### config.mk
export PLATFORM = sky130hd
export DESIGN_NAME = rpn_engine
export DESIGN_NICKNAME = d
export VERILOG_FILES = /design/src/rtl/rpn_engine.sv
export SDC_FILE = /design/constraint.sdc
export NUM_CORES = 2
export LEC_CHECK = 0
export BUFFER_PORTS_ARGS = -buffer_cell sky130_fd_sc_hd__buf_2
export CAP_MARGIN = 10
export CELL_PAD_IN_SITES_DETAIL_PLACEMENT = 1
export CELL_PAD_IN_SITES_GLOBAL_PLACEMENT = 2
export CORE_MARGIN = 1
export CORE_UTILIZATION = 41
export DETAILED_ROUTE_END_ITERATION = 8
export PLACE_DENSITY = 0.83
export SYNTH_ARGS = -nofsm -noshare
export SYNTH_HDL_FRONTEND = slang
export SYNTH_SLANG_ARGS = --single-unit
export TNS_END_PERCENT = 5
### constraint.sdc
create_clock -name clk -period 8 [get_ports clk]
set_clock_uncertainty 0.15 [all_clocks]
set_input_delay 0.8 -clock clk [delete_from_list [all_inputs] [get_ports clk]]
set_output_delay 0.8 -clock clk [all_outputs]
set_load 0.02 [all_outputs]
### src/rtl/rpn_engine.sv
// rpn_engine: stack-based RPN calculator. Commands are accepted in IDLE.
// Binary ops walk FETCH -> EXEC -> WRITE. Every other command goes straight
// to WRITE, and the stack update is committed on the edge that leaves WRITE.
module rpn_engine #(
  parameter int WIDTH = 16,
  parameter int DEPTH = 16,
  localparam int CW = $clog2(DEPTH + 1)
) (
  input  logic             clk,
  input  logic             rst,
  input  logic             op_valid,
  output logic             op_ready,
  input  logic [3:0]       op,
  input  logic [WIDTH-1:0] val,
  output logic [WIDTH-1:0] top,
  output logic [WIDTH-1:0] next,
  output logic [CW-1:0]    count,
  output logic             done,
  output logic             err_under,
  output logic             err_over
);

  localparam int IW = $clog2(DEPTH);
  localparam logic [CW-1:0]  ONE    = CW'(1);
  localparam logic [CW-1:0]  TWO    = CW'(2);
  localparam logic [CW-1:0]  FULL   = CW'(DEPTH);
  localparam logic [WIDTH:0] SH_LIM = (WIDTH + 1)'(WIDTH);

  localparam logic [3:0] OP_PUSH  = 4'h0;
  localparam logic [3:0] OP_POP   = 4'h1;
  localparam logic [3:0] OP_ADD   = 4'h2;
  localparam logic [3:0] OP_SUB   = 4'h3;
  localparam logic [3:0] OP_SHL   = 4'h4;
  localparam logic [3:0] OP_SHR   = 4'h5;
  localparam logic [3:0] OP_SLTU  = 4'h6;
  localparam logic [3:0] OP_AND   = 4'h7;
  localparam logic [3:0] OP_OR    = 4'h8;
  localparam logic [3:0] OP_NOR   = 4'h9;
  localparam logic [3:0] OP_XOR   = 4'hA;
  localparam logic [3:0] OP_MUL   = 4'hB;
  localparam logic [3:0] OP_SWAP  = 4'hC;
  localparam logic [3:0] OP_DUP   = 4'hD;
  localparam logic [3:0] OP_CLEAR = 4'hE;

  typedef enum logic [1:0] {S_IDLE, S_FETCH, S_EXEC, S_WRITE} state_t;

  state_t             state_q, state_d;
  logic [3:0]         op_q, op_d;
  logic [WIDTH-1:0]   val_q, val_d;
  logic [WIDTH-1:0]   a_q, a_d;      // second entry (left operand)
  logic [WIDTH-1:0]   b_q, b_d;      // top entry (right operand)
  logic [WIDTH-1:0]   res_q, res_d;
  logic [CW-1:0]      count_q, count_d;
  logic               done_q, done_d;
  logic               eu_q, eu_d;
  logic               eo_q, eo_d;
  logic [WIDTH-1:0]   stk_q [DEPTH];
  logic [WIDTH-1:0]   stk_d [DEPTH];

  logic [WIDTH-1:0]   top_w, next_w, alu_w;
  logic [IW-1:0]      idx_top, idx_nxt, idx_new;

  function automatic logic is_bin(input logic [3:0] o);
    return (o >= OP_ADD) && (o <= OP_MUL);
  endfunction

  assign idx_top = IW'(count_q - ONE);
  assign idx_nxt = IW'(count_q - TWO);
  assign idx_new = IW'(count_q);

  // Visible stack view: zero for entries that do not exist.
  always_comb begin
    top_w  = (count_q != '0)  ? stk_q[idx_top] : '0;
    next_w = (count_q >= TWO) ? stk_q[idx_nxt] : '0;
  end

  // ALU on the latched operands; a shift amount of WIDTH or more gives 0.
  always_comb begin
    alu_w = '0;
    case (op_q)
      OP_ADD:  alu_w = a_q + b_q;
      OP_SUB:  alu_w = a_q - b_q;
      OP_SHL:  alu_w = ({1'b0, b_q} >= SH_LIM) ? '0 : (a_q << b_q);
      OP_SHR:  alu_w = ({1'b0, b_q} >= SH_LIM) ? '0 : (a_q >> b_q);
      OP_SLTU: alu_w = {{(WIDTH-1){1'b0}}, (a_q < b_q)};
      OP_AND:  alu_w = a_q & b_q;
      OP_OR:   alu_w = a_q | b_q;
      OP_NOR:  alu_w = ~(a_q | b_q);
      OP_XOR:  alu_w = a_q ^ b_q;
      OP_MUL:  alu_w = a_q * b_q;
      default: alu_w = '0;
    endcase
  end

  // Next-state and commit logic for the command FSM and the stack.
  always_comb begin
    state_d = state_q;
    op_d    = op_q;
    val_d   = val_q;
    a_d     = a_q;
    b_d     = b_q;
    res_d   = res_q;
    count_d = count_q;
    done_d  = 1'b0;
    eu_d    = eu_q;
    eo_d    = eo_q;
    stk_d   = stk_q;
    case (state_q)
      S_IDLE: begin
        if (op_valid) begin
          op_d    = op;
          val_d   = val;
          state_d = (is_bin(op) && count_q >= TWO) ? S_FETCH : S_WRITE;
        end
      end
      S_FETCH: begin
        a_d     = next_w;
        b_d     = top_w;
        state_d = S_EXEC;
      end
      S_EXEC: begin
        res_d   = alu_w;
        state_d = S_WRITE;
      end
      S_WRITE: begin
        done_d  = 1'b1;
        state_d = S_IDLE;
        if (is_bin(op_q)) begin
          if (count_q < TWO) eu_d = 1'b1;
          else begin
            stk_d[idx_nxt] = res_q;
            count_d        = count_q - ONE;
          end
        end else begin
          case (op_q)
            OP_PUSH: begin
              if (count_q == FULL) eo_d = 1'b1;
              else begin
                stk_d[idx_new] = val_q;
                count_d        = count_q + ONE;
              end
            end
            OP_POP: begin
              if (count_q == '0) eu_d = 1'b1;
              else count_d = count_q - ONE;
            end
            OP_SWAP: begin
              if (count_q < TWO) eu_d = 1'b1;
              else begin
                stk_d[idx_top] = next_w;
                stk_d[idx_nxt] = top_w;
              end
            end
            OP_DUP: begin
              if (count_q == '0) eu_d = 1'b1;
              else if (count_q == FULL) eo_d = 1'b1;
              else begin
                stk_d[idx_new] = top_w;
                count_d        = count_q + ONE;
              end
            end
            OP_CLEAR: begin
              count_d = '0;
              eu_d    = 1'b0;
              eo_d    = 1'b0;
            end
            default: ;  // NOP
          endcase
        end
      end
      default: state_d = S_IDLE;
    endcase
  end

  // Control state with synchronous active-low reset; aborts any command.
  always_ff @(posedge clk) begin
    if (!rst) begin
      state_q <= S_IDLE;
      op_q    <= '0;
      val_q   <= '0;
      a_q     <= '0;
      b_q     <= '0;
      res_q   <= '0;
      count_q <= '0;
      done_q  <= 1'b0;
      eu_q    <= 1'b0;
      eo_q    <= 1'b0;
    end else begin
      state_q <= state_d;
      op_q    <= op_d;
      val_q   <= val_d;
      a_q     <= a_d;
      b_q     <= b_d;
      res_q   <= res_d;
      count_q <= count_d;
      done_q  <= done_d;
      eu_q    <= eu_d;
      eo_q    <= eo_d;
    end
  end

  // Stack storage; contents are hidden while count is 0, so no reset.
  always_ff @(posedge clk) begin
    stk_q <= stk_d;
  end

  assign op_ready  = (state_q == S_IDLE);
  assign top       = top_w;
  assign next      = next_w;
  assign count     = count_q;
  assign done      = done_q;
  assign err_under = eu_q;
  assign err_over  = eo_q;

endmodule

Yosys cells after proc, flatten, opt, wreduce, memory -nomap -nowiden

Cells that the tools add are included.

Register bits after elaboration: 334
Latch bits: 0
Memory bits (writable): 0
Bits in read-only memories: 0
Output and inout bits: 41
Logic and storage cells: 149
Memories: 0

$add $sub $neg: 5
Multipliers: 1
Divide/modulo/power cells: 0
$lt $le $gt $ge: 14
Equality and inequality tests: 27
Shift-type cells: 2
Mux-type cells: 46
Bitwise logic cells: 8
Reduce and logical (&&, ||, !) cells: 20

Operators by type and width:

| cell                                                                                  | number |
|---|---|
| 256-bit two-way mux                                                                   | 6 |
| 256-bit bitwise mux                                                                   | 5 |
| 256-bit one-hot mux with 3 select lines                                               | 1 |
| 16-bit demux with 4-bit select                                                        | 3 |
| 16-bit two-way mux                                                                    | 11 |
| 16-bit one-hot mux with 10 select lines                                               | 1 |
| 16-bit binary-select mux with 4-bit select                                            | 2 |
| 4-bit == test (second input constant)                                                 | 7 |
| 5-bit two-way mux                                                                     | 5 |
| 5-bit one-hot mux with 4 select lines                                                 | 1 |
| 16-bit adder                                                                          | 1 |
| 16-bit bitwise AND                                                                    | 1 |
| 4-bit by 3-bit == test with 1-bit output (second input constant)                      | 4 |
| 16-bit by 5-bit greater-or-equal comparator with 1-bit output (second input constant) | 1 |
| 16-bit less-than comparator                                                           | 1 |
| 16-bit by 16-bit multiplier with 16-bit output                                        | 1 |
| 16-bit NOT                                                                            | 1 |
| 16-bit bitwise OR                                                                     | 1 |
| 16-bit by 16-bit << shifter with 16-bit output                                        | 1 |
| 16-bit by 16-bit right shift with 16-bit output                                       | 1 |
| 16-bit subtractor                                                                     | 1 |
| 16-bit XOR                                                                            | 1 |
| 5-bit greater-or-equal comparator (second input constant)                             | 3 |
| 5-bit by 1-bit less-than comparator with 1-bit output (second input constant)         | 3 |
| 34 further kinds                                                                      | 60 |

Logic depth before layout (Yosys ltp)

Depth in word-level cells: 11
Gate-level depth with buffers: 24

Worst setup path before layout

No wires, ideal clock.

Path type: flip-flop to flip-flop
Start: register b_q[1]
End: register res_q[14]
Library setup time: 0.128 ns
Arrival: 5.930 ns
Setup slack: 1.792 ns
Cell stages (with the launch flop): 22
Path buffers: 4
Clock period less this slack: 6.208 ns
Path through: dfxtp_1 -> buf_2 -> buf_2 -> clkbuf_1 -> clkbuf_1 -> nand2_1 -> fa_1 -> fa_1 -> inv_1 -> fa_1 -> fa_1 -> fa_1 -> inv_1 -> fa_1 -> inv_1 -> ha_1 -> or2_2 -> a21oi_1 -> a21oi_1 -> xor2_1 -> a221oi_1 -> a21oi_1

Cells in the longest elaborated chain, start to end: 3
Elaborated cells between the ends (all ways): 9
Classes of those cells: add/sub: 2; mul: 1; order compare: 1; shift: 2; mux: 3

RTL lines:

| what                                                                                   | line | source |
|---|---|---|
| start, declared                                                                        | 51   | `logic [WIDTH-1:0] b_q, b_d;` |
| start signal, assigned                                                                 | 182  | `b_q <= '0;` |
| start signal, assigned                                                                 | 193  | `b_q <= b_d;` |
| branches (longest 2 deep; another with 16-bit by 16-bit multiplier with 16-bit output) | --   |  |
| 16-bit one-hot mux with 10 select lines *                                              | 80   | `case (op_q)` |
| end signal, assigned                                                                   | 194  | `res_q <= res_d;` |
| end, declared                                                                          | 52   | `logic [WIDTH-1:0] res_q, res_d;` |

Mark *: on every way between the ends.
A chain may end at the register's enable or synchronous reset.

Worst setup path in the final report

Start: register b_q[2]
End: register res_q[14]

The elaborated chain is that of the path after synthesis.

==> flow_metrics.tcl <==
set metrics [dict create \
    async_flop_share_pct 0 \
    cts_sinks 334 \
    pin_count 64 \
    fp.coreArea_sq_um 87430 \
    drt_iter0_drc 5147 \
    cp_common_cell "fa_1" \
    hold_viol_final 0 \
    grt_max_degree 186 \
    synth_top_area_share_pct 21.10 \
    final_util_pct 44.89 \
    ir_drop_mv 0.2362 \
    cp_cell_sequence "clkinv_1 > nor2_1 > fa_1 > fa_1 > ha_1 > fa_1 > inv_1 > fa_1 > fa_1 > inv_1 > ha_1 > o21ai_0 > nand2_1 > o31a_1 > a41oi_1 > a21oi_1 > xor2_1 > a221oi_1 > a21oi_1" \
    ys_seq_elements 334 \
    grtUsageTotal_pct 38.46 \
    synth_area_sq_um 36440 \
    drt-pass1-iter-count 6 \
    numCtsBuffers 46 \
    area_growth_pct 7.699 \
    setup_tns_ns 0 \
    worstPathRequired_ns 8.30 \
    critPathKind "reg2reg" \
    ys.flop_type "edfxtp_1" \
    ctsResizeCount 0 \
    cts-root-buf "clkbuf_16" \
    slew_viol_final 0 \
    avgSynthCellArea_sq_um 8.484 \
    slew-limit-headroom_pct 14.73 \
    gp_congestion 1.016 \
    hpwl_mm 116.9 \
    cts.hold.buffers_added 0 \
    hold_path_class "in2reg" \
    cts_max_path_buffers 3 \
    antenna_found_initial 23 \
    ant_nets 0 \
    fin_crit_sh_pct 76.96 \
    ys_warn_count 0 \
    clkLatencyLatePin_ns 0.61 \
    worst_slew_pin_slew_ns 1.279 \
    cts.htree.levels 2 \
    routed_wl_mm 177.8 \
    final_area_sq_um 39240 \
    postSynthCellCount 4295 \
    syn_nets 4511 \
    start_kind "register" \
    grt_pass1_wl_mm 255.9 \
    drive_above_1_share_pct 13.88 \
    outcome "complete, no violations" \
    die_y_um 300.1 \
    cp_max_fo 27 \
    yosysTopAreaCell "edfxtp_1" \
    overflow 0 \
    viasPerCell 7.116 \
    arrival_ns 6.46 \
    r2r_cells 19 \
    cp.depth 19 \
    vias 37530 \
    endpoint_kind "register" \
    cts_setup_buffers 0 \
    synth-edff-count 256 \
    cts.clk_slew.worst_paths_ns 0.06 \
    rows 108 \
    first_global_vias 35770 \
    p_leak_nw 13.25 \
    slowest_stage "clkinv_1" \
    synth.area.top_cells "edfxtp_1 21%, mux4_2 9.2%, a31oi_1 9.0%, mux2i_1 8.8%, o211ai_1 5.5%" \
    die_area_sq_um 90070 \
    cts_tree "built" \
    hold_depth 3 \
    num-fill-cells 10220 \
    setup_slack_ns 1.843 \
    p_per_area_nw_per_um2 268.6 \
    ys_seq_area_share_pct 25.38 \
    placed_cell_area_sq_um 37800 \
    max_freq_mhz 162.4 \
    path_delay_family "adder cells" \
    wl_per_cell_um 33.70 \
    synth.distinct_cells 74 \
    min_period_ns 6.157 \
    die_w_um 300.1 \
    dp_worst_setup_slack_ns 1.919 \
    drc 0 \
    setup_viol 0 \
    worst-path-buf-inv 3 \
    drv_cap 0 \
    rsz0062_at_grt "no" \
    initial_core_util_pct 41.68 \
    io_buffers 63 \
    final_nets 4294 \
    cpPeakStageDelay_ns 0.72 \
]
[routing by layer]
| metal | track usage, % | vias to the layer above | wire, um |
|---|---|---|---|
| met5 | 0 | - | 208 |
| met4 | 26.57 | 36 | 13940 |
| met3 | 10.09 | 657 | 20420 |
| met2 | 57.13 | 2515 | 77000 |
| met1 | 48.78 | 18780 | 66190 |
| li1 | - | 15540 | - |
[cells in the mapped netlist (33+ instances only)]
| library cell | instances |
|---|---|
| nand3_1 | 33 |
| and3_1 | 43 |
| a31oi_1 | 524 |
| xnor2_1 | 51 |
| buf_2 | 53 |
| buf_6 | 33 |
| a21oi_1 | 329 |
| inv_1 | 158 |
| dfxtp_1 | 78 |
| o211ai_1 | 268 |
| clkbuf_1 | 375 |
| fa_1 | 81 |
| nor2_1 | 425 |
| nand2_1 | 502 |
| mux4_2 | 149 |
| ha_1 | 112 |
| edfxtp_1 | 256 |
| nor2b_1 | 69 |
| o21ai_0 | 66 |
| buf_1 | 37 |
| mux2i_1 | 319 |
[path summary, 6_finish.rpt]
path                               from  slack, ns                endpoint
hold reg to reg   val_q[4]$_SDFFE_PN0P_       0.33   val_q[4]$_SDFFE_PN0P_
setup / recovery    b_q[2]$_SDFFE_PN0N_       1.84  res_q[14]$_SDFFE_PN0P_
hold / removal                  val[12]       0.30  val_q[12]$_SDFFE_PN0P_
setup reg to reg    b_q[2]$_SDFFE_PN0N_       1.84  res_q[14]$_SDFFE_PN0P_
[stage by stage]
stage / total power, mW / std cells / hold slack [ns]
4_1_cts: 10.23 / 5268 / 0.2849
6_report: 10.54 / 5274 / 0.2978
3_3_place_gp: 8.089 / 5184 / 0.3204
5_1_grt: 10.74 / 5269 / 0.3136
2_1_floorplan: 6.002 / 4295 / 0.3048
3_5_place_dp: 8.189 / 5184 / 0.3286
[cells by family after synthesis]
logic type / synth area share [%]
AO/OA/AOI/OAI: 25.34
AND/OR/NAND/NOR: 13.10
buffers and inverters: 8.197
multiplexers: 18.10
flip-flops: 25.38
adder cells (fa/ha/maj): 8.296
XOR/XNOR: 1.586
[layout make-up]
cell class / instances / area (sq um) / share of cell area, %
clock inverter: 22 / 143.9 / 0.3667
tap: 1155 / 1445 / 3.683
clock buffer: 62 / 1262 / 3.217
antenna: 5 / 12.51 / 0.03188
timing repair buffer: 255 / 1827 / 4.655
sequential: 334 / 9258 / 23.59
inverter: 170 / 638.1 / 1.626
multi-input combinational: 3271 / 24660 / 62.83
[placed cells by master (no fill, tap or decap), drive strengths merged, types with 20 or more instances in the layout]
cell type	count
a31oi	524
nand2	503
nor2	427
a21oi	329
mux2i	319
o211ai	268
edfxtp	256
buf	255
inv	168
mux4	149
ha	112
o21ai	82
fa	81
dfxtp	78
nor2b	69
clkbuf	62
xnor2	51
and3	43
nand3	33
a211oi	33
a22oi	28
a21boi	23
nor3	22
clkinv	20
[state kept, by name, indices dropped and copies added, names as in the netlist]
| name | count |
|---|---|
| a_q | 16 |
| b_q | 16 |
| count | 5 |
| done | 1 |
| err_over | 1 |
| err_under | 1 |
| op_q | 4 |
| res_q | 16 |
| state_q | 2 |
| stk_q | 256 |
| val_q | 16 |
[tightest hold or removal path, stage by stage]
cell,delay [ns]
buf_2,0.10
nand2_1,0.04
a21boi_0,0.06
[power by group]
part	leakage, nW	total, mW	internal [mW]	switching, mW
combinational	9.58	6.14	1.80	4.33
clock	0.687	2.06	1.14	0.920
sequential	2.98	2.35	2.15	0.192
total	13.2	10.5	5.10	5.44
Note: power is estimated with default switching activity, not from simulation.
